### src/rtl/snake_pkg.sv
// Shared types for the Snake score path: FSM state, BCD digit type and digit limits.
package snake_pkg;

    localparam int unsigned BCD_W = 4;

    typedef enum logic [1:0] {
        PLAY = 2'd0,
        CMP  = 2'd1,
        OVER = 2'd2
    } state_t;

    typedef logic [BCD_W-1:0] bcd_t;

    localparam bcd_t BCD_MAX = 4'd9;

endpackage

### src/rtl/bcd_digit_add.sv
// Single BCD digit adder with decimal carry; chained by score_keeper for a ripple add.
module bcd_digit_add
    import snake_pkg::*;
(
    input  bcd_t       a,
    input  logic [3:0] addend,
    input  logic       carry_in,
    output bcd_t       sum,
    output logic       carry_out
);

    logic [4:0] raw;

    always_comb begin
        raw       = 5'(a) + 5'(addend) + 5'(carry_in);
        sum       = raw[3:0];
        carry_out = 1'b0;
        if (raw > 5'(BCD_MAX)) begin
            sum       = 4'(raw - 5'd10);
            carry_out = 1'b1;
        end
    end

endmodule

### src/rtl/score_keeper.sv
// Packed-BCD score and session high score for Snake, with a registered digit
// selector feeding display_score.
module score_keeper
    import snake_pkg::*;
#(
    parameter int unsigned DIGITS = 4,
    parameter int unsigned INC    = 1
) (
    input  logic                  CLK,
    input  logic                  RESET,
    input  logic                  Eat,
    input  logic                  Game_Over,
    input  logic                  New_Game,
    input  logic [1:0]            Sel,
    input  logic                  Show_High,
    output logic [4*DIGITS-1:0]   Score_BCD,
    output logic [4*DIGITS-1:0]   High_BCD,
    output logic [3:0]            Digit_Out,
    output logic                  Playing,
    output logic                  New_High
);

    localparam int unsigned SCORE_W = BCD_W * DIGITS;
    localparam logic [SCORE_W-1:0] SCORE_MAX = {DIGITS{BCD_MAX}};

    state_t               state_q, state_d;
    logic [SCORE_W-1:0]   score_q, score_d;
    logic [SCORE_W-1:0]   high_q, high_d;
    logic [SCORE_W-1:0]   score_inc, score_sat;
    logic [DIGITS:0]      carry;
    bcd_t                 digit_q, digit_d;
    logic                 playing_q, playing_d;
    logic                 new_high_q, new_high_d;
    logic                 eat_q;
    logic                 eat_rise;

    assign eat_rise = Eat & ~eat_q;

    // Ripple BCD increment; only the least significant digit receives INC.
    assign carry[0] = 1'b0;
    for (genvar i = 0; i < DIGITS; i++) begin : g_add
        localparam bcd_t ADDEND = (i == 0) ? 4'(INC) : 4'd0;
        bcd_digit_add u_add (
            .a         (score_q[4*i +: 4]),
            .addend    (ADDEND),
            .carry_in  (carry[i]),
            .sum       (score_inc[4*i +: 4]),
            .carry_out (carry[i+1])
        );
    end

    // A carry out of the top digit means overflow: pin at all nines.
    assign score_sat = carry[DIGITS] ? SCORE_MAX : score_inc;

    always_ff @(posedge CLK) begin
        if (RESET) begin
            state_q    <= PLAY;
            score_q    <= '0;
            high_q     <= '0;
            digit_q    <= '0;
            playing_q  <= 1'b1;
            new_high_q <= 1'b0;
            eat_q      <= 1'b0;
        end else begin
            state_q    <= state_d;
            score_q    <= score_d;
            high_q     <= high_d;
            digit_q    <= digit_d;
            playing_q  <= playing_d;
            new_high_q <= new_high_d;
            eat_q      <= Eat;
        end
    end

    always_comb begin
        state_d = state_q;
        case (state_q)
            PLAY:    if (!New_Game && Game_Over) state_d = CMP;
            CMP:     state_d = OVER;
            OVER:    if (New_Game) state_d = PLAY;
            default: state_d = PLAY;
        endcase
    end

    // New_Game has priority over Game_Over, which in turn swallows a same-cycle eat.
    always_comb begin
        score_d    = score_q;
        high_d     = high_q;
        new_high_d = 1'b0;
        playing_d  = (state_d == PLAY);
        digit_d    = '0;
        case (state_q)
            PLAY: begin
                if (New_Game)                   score_d = '0;
                else if (!Game_Over && eat_rise) score_d = score_sat;
            end
            CMP: begin
                if (score_q > high_q) begin
                    high_d     = score_q;
                    new_high_d = 1'b1;
                end
            end
            OVER: if (New_Game) score_d = '0;
            default: ;
        endcase
        for (int unsigned i = 0; i < DIGITS; i++) begin
            if (32'(Sel) == i) digit_d = Show_High ? high_q[4*i +: 4] : score_q[4*i +: 4];
        end
    end

    assign Score_BCD = score_q;
    assign High_BCD  = high_q;
    assign Digit_Out = digit_q;
    assign Playing   = playing_q;
    assign New_High  = new_high_q;

endmodule

### config.mk
export PLATFORM = sky130hd
export DESIGN_NAME = score_keeper
export DESIGN_NICKNAME = d
export VERILOG_FILES = /design/src/rtl/snake_pkg.sv /design/src/rtl/bcd_digit_add.sv /design/src/rtl/score_keeper.sv
export SDC_FILE = /design/constraint.sdc
export NUM_CORES = 1
export LEC_CHECK = 0
export ABC_AREA = 1
export BUFFER_PORTS_ARGS = -buffer_cell sky130_fd_sc_hd__buf_2
export CORE_ASPECT_RATIO = 0.8
export CORE_MARGIN = 2
export CORE_UTILIZATION = 53
export DETAILED_ROUTE_END_ITERATION = 6
export PLACE_DENSITY = 0.84
export SYNTH_ARGS = -nofsm -noshare
export SYNTH_HDL_FRONTEND = slang
export SYNTH_HIERARCHICAL = 1
export SYNTH_SLANG_ARGS = --single-unit
### constraint.sdc
create_clock -name CLK -period 7.4 [get_ports CLK]
set_input_delay 0.37 -clock CLK [delete_from_list [all_inputs] [get_ports CLK]]
set_output_delay 0.37 -clock CLK [all_outputs]
set_load 0.1 [all_outputs]
# Word-level counts from Yosys, hierarchy flattened
# Index checks and enable logic that the tools add are counted.
# totals
word_cells	66
output_inout_bits	38
register_bits	41
# classes
muxes	25
n_reduce_logical	11
order_cmp	5
bitwise_logic	3
n_eq_ne	7
add_sub_neg	8
# op_table
operator	count
2-to-1 mux 16 bit	4
2-to-1 mux 4 bit	12
case mux 16 bit (2 select lines)	1
> comparator 5 x 4 -> 1 bit, second input constant	4
> comparator 16 bit	1
subtractor 4 bit, second input constant	4
adder 4 x 1 -> 5 bit	3
== test 2 bit, second input constant	3
logical NOT 2 bit	3
case mux 2 bit (3 select lines)	1
adder 4 x 1 -> 5 bit, second input constant	1
2-to-1 mux 1 bit	5
== test 2 x 1 -> 1 bit, second input constant	2
2-to-1 mux 2 bit	2
!= test 3 bit, second input constant	1
AND reduction 3 bit	1
logical AND 1 bit	2
logical NOT 1 bit	2
!= test 2 bit, second input constant	1
inverter 1 bit	2
AND reduction 2 bit	1
nonzero test 2 bit	1
OR reduction 2 bit	1
bitwise AND 1 bit	1

# Longest topological paths before layout
# Gate-level depths: netlist of run 1.
# logic_depth
depth_word	16
mapped_depth	40

# Hierarchy
# The synthesis of run 1 kept the hierarchy.
# modules_own_cells
mod	cells_each	n_inst	area_per_inst_um2
score_keeper	316	1	2353.5
bcd_digit_add at g_add[2].u_add ...	47	2	300.3
bcd_digit_add at g_add[0].u_add ...	45	2	299.0

# Worst setup path before layout of run 1
# OpenSTA, ideal clock, no wires.
# synth_path
kind	flip-flop to flip-flop
from	register score_q[0], in the netlist Score_BCD[0]
to	register score_q[1], in the netlist Score_BCD[1]
path_buffers	1
t_arrival_ns	7.222
setup_ns	0.138
synth_period_minus_slack_ns	7.360
setup_slack_ns	0.040
stages_incl_launch_ff	38
required_ns	7.262
path_cell_list	dfxtp_1 fa_1 fa_1 inv_1 ha_1 a21oi_4 nand2_4 nand2_4 fa_1 fa_1 inv_1 nand2_1 nand2_2 ha_1 a21oi_4 nand2_4 nand2_4 fa_1 (+2 left out) nand2_2 nand2_2 ha_1 a21oi_4 nand2_4 nand2_4 fa_1 fa_1 nand2_1 nand2_2 ha_1 a21oi_4 nand2_4 nand2_4 buf_1 nor2_2 a21oi_1 a211oi_2
# synth_between
elab_chain_len	16
word_cells_on_any_way	18
classes_between	add/sub: 5; order compare: 4; mux: 9
# synth_lines
item	line_no	source
from (decl)	score_keeper.sv:27	logic [SCORE_W-1:0] score_q, score_d;
from (signal assigned)	score_keeper.sv:66	score_q <= score_d;
adder 4 x 1 -> 5 bit	bcd_digit_add.sv:15	raw = 5'(a) + 5'(addend) + 5'(carry_in);
> comparator 5 x 4 -> 1 bit	bcd_digit_add.sv:18	if (raw > 5'(BCD_MAX)) begin
2-to-1 mux 1 bit	bcd_digit_add.sv:18	
via carry[1]	score_keeper.sv:30	logic [DIGITS:0] carry;
adder 4 x 1 -> 5 bit	bcd_digit_add.sv:15	
> comparator 5 x 4 -> 1 bit	bcd_digit_add.sv:18	
2-to-1 mux 1 bit	bcd_digit_add.sv:18	
via carry[2]	score_keeper.sv:30	
(+3 left out)	n/a	
via carry[3]	score_keeper.sv:30	
adder 4 x 1 -> 5 bit	bcd_digit_add.sv:15	
> comparator 5 x 4 -> 1 bit	bcd_digit_add.sv:18	
2-to-1 mux 1 bit	bcd_digit_add.sv:18	
via carry[4]	score_keeper.sv:30	
2-to-1 mux 16 bit	score_keeper.sv:53	assign score_sat = carry[DIGITS] ? SCORE_MAX : score_inc;
2-to-1 mux 16 bit	score_keeper.sv:95	else if (!Game_Over && eat_rise) score_d = score_sat;
2-to-1 mux 16 bit	score_keeper.sv:94	if (New_Game) score_d = '0;
case mux 16 bit (2 select lines)	score_keeper.sv:92	case (state_q)
# The timed path passes the listed nets, and every way through them passes these cells. The select of a mux whose other input is x is not followed.
# A chain may end at the register's enable or synchronous reset.

# Final worst setup path of run 1
# layout_path
from	register score_q[0], in the netlist Score_BCD[0]
to	register score_q[14], in the netlist Score_BCD[14]
# The elaborated chain is that of the path after synthesis.

==> results of run 1 <==
[per-stage QoR]
stage / util, % / power (mW)
floorplan: - / 0.940
global placement: 59.8 / 1.03
detailed placement: 59.8 / 1.06
CTS: 61.9 / 1.28
global route: 62.2 / 1.38
finish: 62.2 / 1.29
[power by group]
group | switching, mW | internal, mW
combinational | 0.560 | 0.229
sequential | 0.0351 | 0.245
clock | 0.0865 | 0.136
total | 0.682 | 0.610
[placed cells by master, fill, tap and decap left out, types with 7 or more instances in the layout]
cell	synthesis	layout
fa_1	8	7
nand2_2	15	15
nand2_4	8	8
buf_2	2	45
inv_1	75	75
ha_1	32	29
nand2_1	90	90
dfxtp_1	41	41
a21oi_1	50	49
nand3_1	54	54
conb_1	2	21
o21ai_0	13	13
a211oi_2	8	8
o211ai_1	11	11
nor2_1	33	33
a21oi_2	7	8
[flip-flops by register name (all words and copies together), names as in the netlist]
| signal | flops |
|---|---|
| state_q | 2 |
| Playing | 1 |
| High_BCD | 16 |
| New_High | 1 |
| Digit_Out | 4 |
| Score_BCD | 16 |
| eat_q | 1 |
[cells by family (layout without fill, tap and decap cells)]
logic type | count (synthesis) | count (layout) | share of synthesized area, %
adder cells (fa/ha/maj) | 40 | 40 | 15.8
buffers and inverters | 97 | 136 | 11.9
flip-flops | 41 | 41 | 23.1
other | 2 | 21 | 0.211
AO/OA/AOI/OAI | 108 | 108 | 20.5
AND/OR/NAND/NOR | 212 | 212 | 28.5
[worst paths after layout]
kind,slack (ns),start,depth (start not counted),end
worst max-delay path,0.48,Score_BCD[0],39,Score_BCD[14]
worst min-delay path,0.30,Eat,3,eat_q
worst max register to register,0.48,Score_BCD[0],39,Score_BCD[14]
worst min register to register,0.51,High_BCD[5],2,High_BCD[5]
[metal layers]
metal / GRT usage (%) / routed length [um] / up-vias
met5: 0 / 0 / -
met4: 5.00 / 104 / 0
met3: 5.01 / 664 / 12
met2: 39.6 / 3930 / 132
met1: 34.4 / 4070 / 1588
li1: - / - / 1740
[cell type report]
cell class | count | area (um2)
fillers | 599 | 2430
clock inverters | 3 | 68.8
flip-flops and latches | 41 | 821
clock buffers | 5 | 68.8
well taps | 84 | 105
repair buffers | 47 | 240
inverters | 81 | 304
multi-input cells | 381 | 2400
[tightest hold or removal path, cell delays in order]
cell,delay (ns)
buf_2,0.08
inv_1,0.04
nor2_1,0.07
==> results by group, run 1 <==
Run status
  – Status: complete, no violations

Route
  – Drt total wl: roughly 8800 um
  – DRC errors left: 0
  – Routed via count: about 3,500
  – DR WL/cell: roughly 14 um
  – DRT antenna net count: 0
  – Drt via density: between 5 and 6
  – Iteration-0 DRC Markers: 213
  – DRT Pass-1 Iters: 4

Job
  – Max-Cap Viols: 0

Clock tree
  – CTS tree: done
  – Hold buffers post-CTS: 0
  – Post_cts resized: 0
  – CTS Buffer Depth: 2
  – Max H-tree Level: 2
  – Clock latency on the worst-skew pair: roughly 0.3 ns
  – CTS buffer count: 5
  – CTS Sinks: 41
  – Worst-path clk slew: 0.08 ns
  – Setup Fix Bufs, Post-CTS: 0
  – Clk root buf: clkbuf_8

Worst hold path
  – Min-delay worst type: in -> reg

Synthesis
  – Post-synth top area cell: dfxtp_1
  – Synth warnings: 6
  – Most frequent cell after synthesis: nand2_1
  – Netlist Area Pre-Place: roughly 3600 um2
  – Yosys cell types: 37
  – Mapped Cells: 500
  – Commonest register cell after synthesis: dfxtp_1
  – Synth async-reset ratio: 0%
  – Top post-synthesis cells by count: nand2_1, inv_1, nand3_1
  – Top-area cell type share of the netlist area: 23.1%
  – Seq/Total Area, Yosys: a little under a quarter
  – Synth top area cells: dfxtp_1, ha_1, nand2_1, inv_1, nand3_1
  – Seq cells post-synth: between 40 and 50
  – Syn Area/Cell: roughly 7.1 um2
  – Number of synthesized flops with an enable pin: 0

Placed design
  – Placed cells: 634
  – DP Area: between 3000 and 4000 um2
  – IO Port Bufs: 45
  – Setup WS pre-CTS: roughly 0.30 ns
  – GP Congestion: approximately 0.91
  – DPL Wire Length: approximately 6700 um

Floorplanning
  – Die area: roughly 7400 um2
  – Starting density of the core: a little under three fifths
  – Die width: between 90 and 100 um
  – Ports: 46
  – Die height: 77.2 um
  – Core Region: 6440 um2
  – # rows: 26

STA
  – Setup-failing EPs final: 0
  – Max frequency: between 100 and 150 MHz
  – Crit path time final: 6.92 ns
  – RSZ-0062 raised after global routing: no
  – Hold WS: just under 0.3 ns
  – Worst-margin pin slew: approximately 1.1 ns
  – Pins Over Slew Limit: 0
  – Period utilization: between 90 and 100%
  – Final clock skew: around 0.0094 ns
  – Final worst slack: about 0.48 ns
  – Fin. Hold Viols: 0
  – Setup_tns: 0 ns
  – Slew margin rel.: around a quarter

Critical path
  – Most used cell along the critical path: nand2_4
  – Required time of the critical path: between 7 and 8 ns
  – CP top delay family: adder cells
  – Worst path max stage delay: between 0.4 and 0.5 ns
  – Crit path max fanout: 12
  – Crit. End Element: flop
  – Crit path DAT: around 7 ns
  – CP Launch Type: flop
  – Crit path kind: reg -> reg
  – Sum of buffers and inverters on the critical path: 3
  – Critical-path top delay cell: fa_2

Power and ir drop
  – Peak VDD IR: 0.000170 V
  – Leak Pwr: about 2 nW
  – Pwr dens: approximately 320 nW/um2

Final layout
  – Area grow syn2layout: 12.8%
  – ANT cells: 0
  – Fin nets: slightly above 600
  – Final Cell Area: 4010 um2
  – Finished Layout Cells: around 640
  – Layout cells sized above 1: 21.1%

GRT
  – First-pass GRT wire length: 14,600 um
  – Vias in the first global route: 3,166
  – Initial antenna violation count: 0
  – Grt total ovfl: 0
  – Largest net degree at the start of global routing: 34
  – All-Layer GR Usage: about 25%
Power figures use the tool's default switching activity.
==> run 2: changes to the inputs <==
Settings changed: MAX_ROUTING_LAYER from default to met4.
==> run 2 against run 1 <==
Effect of this change:
- final cell count grew 0.16%
- flip-flop and latch count unchanged
- maximum frequency shrank 0.91%
- non-clock buffer count is 1 higher
- first-iteration DRC count shrank 2.8%
- clock power shrank 29%
- routed wire length down 0.41%
- critical path depth fell by 1
- hold slack got worse by 0.0044 ns
==> results by group, run 2 (synthesized netlist as in run 1, its figures left out) <==
STA
  – Worst-margin pin slew: 1.07 ns (-0.0373 ns)
  – Slew margin rel.: 28.3% (+2.5 points)
  – Max frequency: 143 MHz (-0.91%)
  – RSZ-0062 raised after global routing: no
  – Setup_tns: 0 ns (unchanged)
  – Final clock skew: 0.0144 ns (+0.00493 ns)
  – Hold WS: 0.294 ns (-0.00441 ns)
  – Pins Over Slew Limit: 0 (unchanged)
  – Setup-failing EPs final: 0 (unchanged)
  – Fin. Hold Viols: 0 (unchanged)
  – Crit path time final: 6.98 ns (+0.0637 ns)
  – Period utilization: 94.3% (+0.86 points)

Critical path
  – Crit. End Element: flop
  – Crit path DAT: 7.14 ns (about the same)
  – CP Launch Type: flop
  – Crit path kind: reg -> reg
  – Critical-path top delay cell: fa_1
  – Worst path max stage delay: 0.50 ns (+0.07 ns)
  – Crit path max fanout: 12 (unchanged)
  – Required time of the critical path: 7.56 ns (-0.06 ns)

Route
  – DRT Pass-1 Iters: 5 (+1)
  – DR WL/cell: 13.6 um (-0.57%)
  – Drt via density: 5.40 (-0.13%)
  – Drt total wl: 8730 um (-0.41%)
  – Iteration-0 DRC Markers: 207 (-2.8%)
  – DRT antenna net count: 0 (unchanged)
  – DRC errors left: 0 (unchanged)
  – Routed via count: 3,473 (+0.029%)

Final layout
  – Reg area: 821 um2 (unchanged)
  – Most common cell after layout, fill and taps aside: nand2_1
  – Fin nets: 606 (+0.17%)
  – ANT cells: 0 (unchanged)
  – Layout cells sized above 1: 21.1% (-0.038 points)
  – Multi-input combinational cell area: 2400 um2 (-0.16%)
  – Final Cell Area: 3970 um2 (-0.94%)
  – FILL cells: 631 (+5.3%)
  – Most frequent cells in the layout: nand2_1, inv_1, nand3_1
  – Final core utilization: 61.6% (-0.58 points)
  – Area grow syn2layout: 11.8%

Run status
  – Status: complete, no violations

Clock tree
  – Clk root buf: clkbuf_8
  – CTS tree: done
  – CTS Buffer Depth: 2 (unchanged)
  – Post_cts resized: 0 (unchanged)
  – Worst-path clk slew: 0.08 ns (about the same)
  – CTS Sinks: 41 (unchanged)
  – Setup Fix Bufs, Post-CTS: 0 (unchanged)
  – Max H-tree Level: 2 (unchanged)
  – Clock latency on the worst-skew pair: 0.29 ns (about the same)
  – Hold buffers post-CTS: 0 (unchanged)
  – CTS buffer count: 5 (unchanged)

Power and ir drop
  – Overall Power: 1.23 mW (-5.1%)
  – Leak Pwr: 1.99 nW (-0.65%)
  – Peak VDD IR: 0.000208 V (+22%)
  – Pwr dens: 309 nW/um2 (-4.2%)

Floorplanning
  – Starting density of the core: 55.1% (unchanged)
  – Die width: 95.5 um (unchanged)
  – Ports: 46 (unchanged)
  – Die height: 77.2 um (unchanged)
  – # rows: 26 (unchanged)
  – Die area: 7380 um2 (unchanged)
  – Core Region: 6440 um2 (unchanged)

GRT
  – Initial antenna violation count: 0 (unchanged)
  – Global Route met1 Usage: 34.9% (+0.50 points)
  – Busiest grt layer: met2
  – Largest net degree at the start of global routing: 34 (unchanged)
  – Vias in the first global route: 3,124 (-1.3%)
  – Met2 global-route usage: 38.5% (-1.1 points)
  – Grt total ovfl: 0 (unchanged)
  – All-Layer GR Usage: 24.9% (+0.14 points)
  – First-pass GRT wire length: 14,400 um (-1.7%)
  – Grt met3 use: 3.24% (-1.8 points)

Placed design
  – IO Port Bufs: 45 (unchanged)
  – DPL Wire Length: 6830 um (+2.1%)
  – GP Congestion: 0.933 (+2.8%)
  – DP Area: 3860 um2 (+0.20%)

Job
  – Max-Cap Viols: 0 (unchanged)

Worst hold path
  – Min-delay worst type: in -> reg
==> run 2: critical path, delay by kind of cell, from the launching register on <==
family | cells | cell delay (ns)
adder cells (fa/ha/maj) | 12 | 4.31
AND/OR/NAND/NOR | 17 | 1.45
AO/OA/AOI/OAI | 6 | 0.50
flip-flops | 1 | 0.36
buffers and inverters | 3 | 0.20
==> run 2: cell type report <==
| type | count | area share [%] |
|---|---|---|
| clock buffers | 6 | 2.08 |
| clock inverters | 2 | 0.347 |
| inverters | 81 | 7.66 |
| multi-input cells | 381 | 60.4 |
| flip-flops and latches | 41 | 20.7 |
| well taps | 84 | 2.65 |
| repair buffers | 48 | 6.24 |
==> run 2: path summary, 6_finish.rpt <==
path	startpoint	slack, ns	end	depth (start not counted)
worst max-delay path	Score_BCD[0]	0.42	Score_BCD[6]	38
worst min-delay path	Eat	0.29	eat_q	3
worst max register to register	Score_BCD[0]	0.42	Score_BCD[6]	38
worst min register to register	High_BCD[3]	0.51	High_BCD[3]	2
==> run 2: per-stage QoR <==
step / setup slack [ns] / instances
after global placement: 0.554 / 635
after CTS: 0.232 / 643
after floorplan: 0.0399 / 519
after detailed placement: 0.271 / 635
after global routing: 0.00611 / 643
final: 0.418 / 643
==> run 2: power by group <==
part / leakage [nW] / switching [mW] / internal (mW)
clock: 0.0512 / 0.0825 / 0.0757
combinational: 1.61 / 0.559 / 0.231
sequential: 0.336 / 0.0331 / 0.245
total: 1.99 / 0.675 / 0.552
==> run 2: metal layers <==
metal / routed length [um] / vias up
met5: 0 / -
met4: 103 / 0
met3: 659 / 9
met2: 3920 / 131
met1: 4050 / 1582
li1: - / 1751
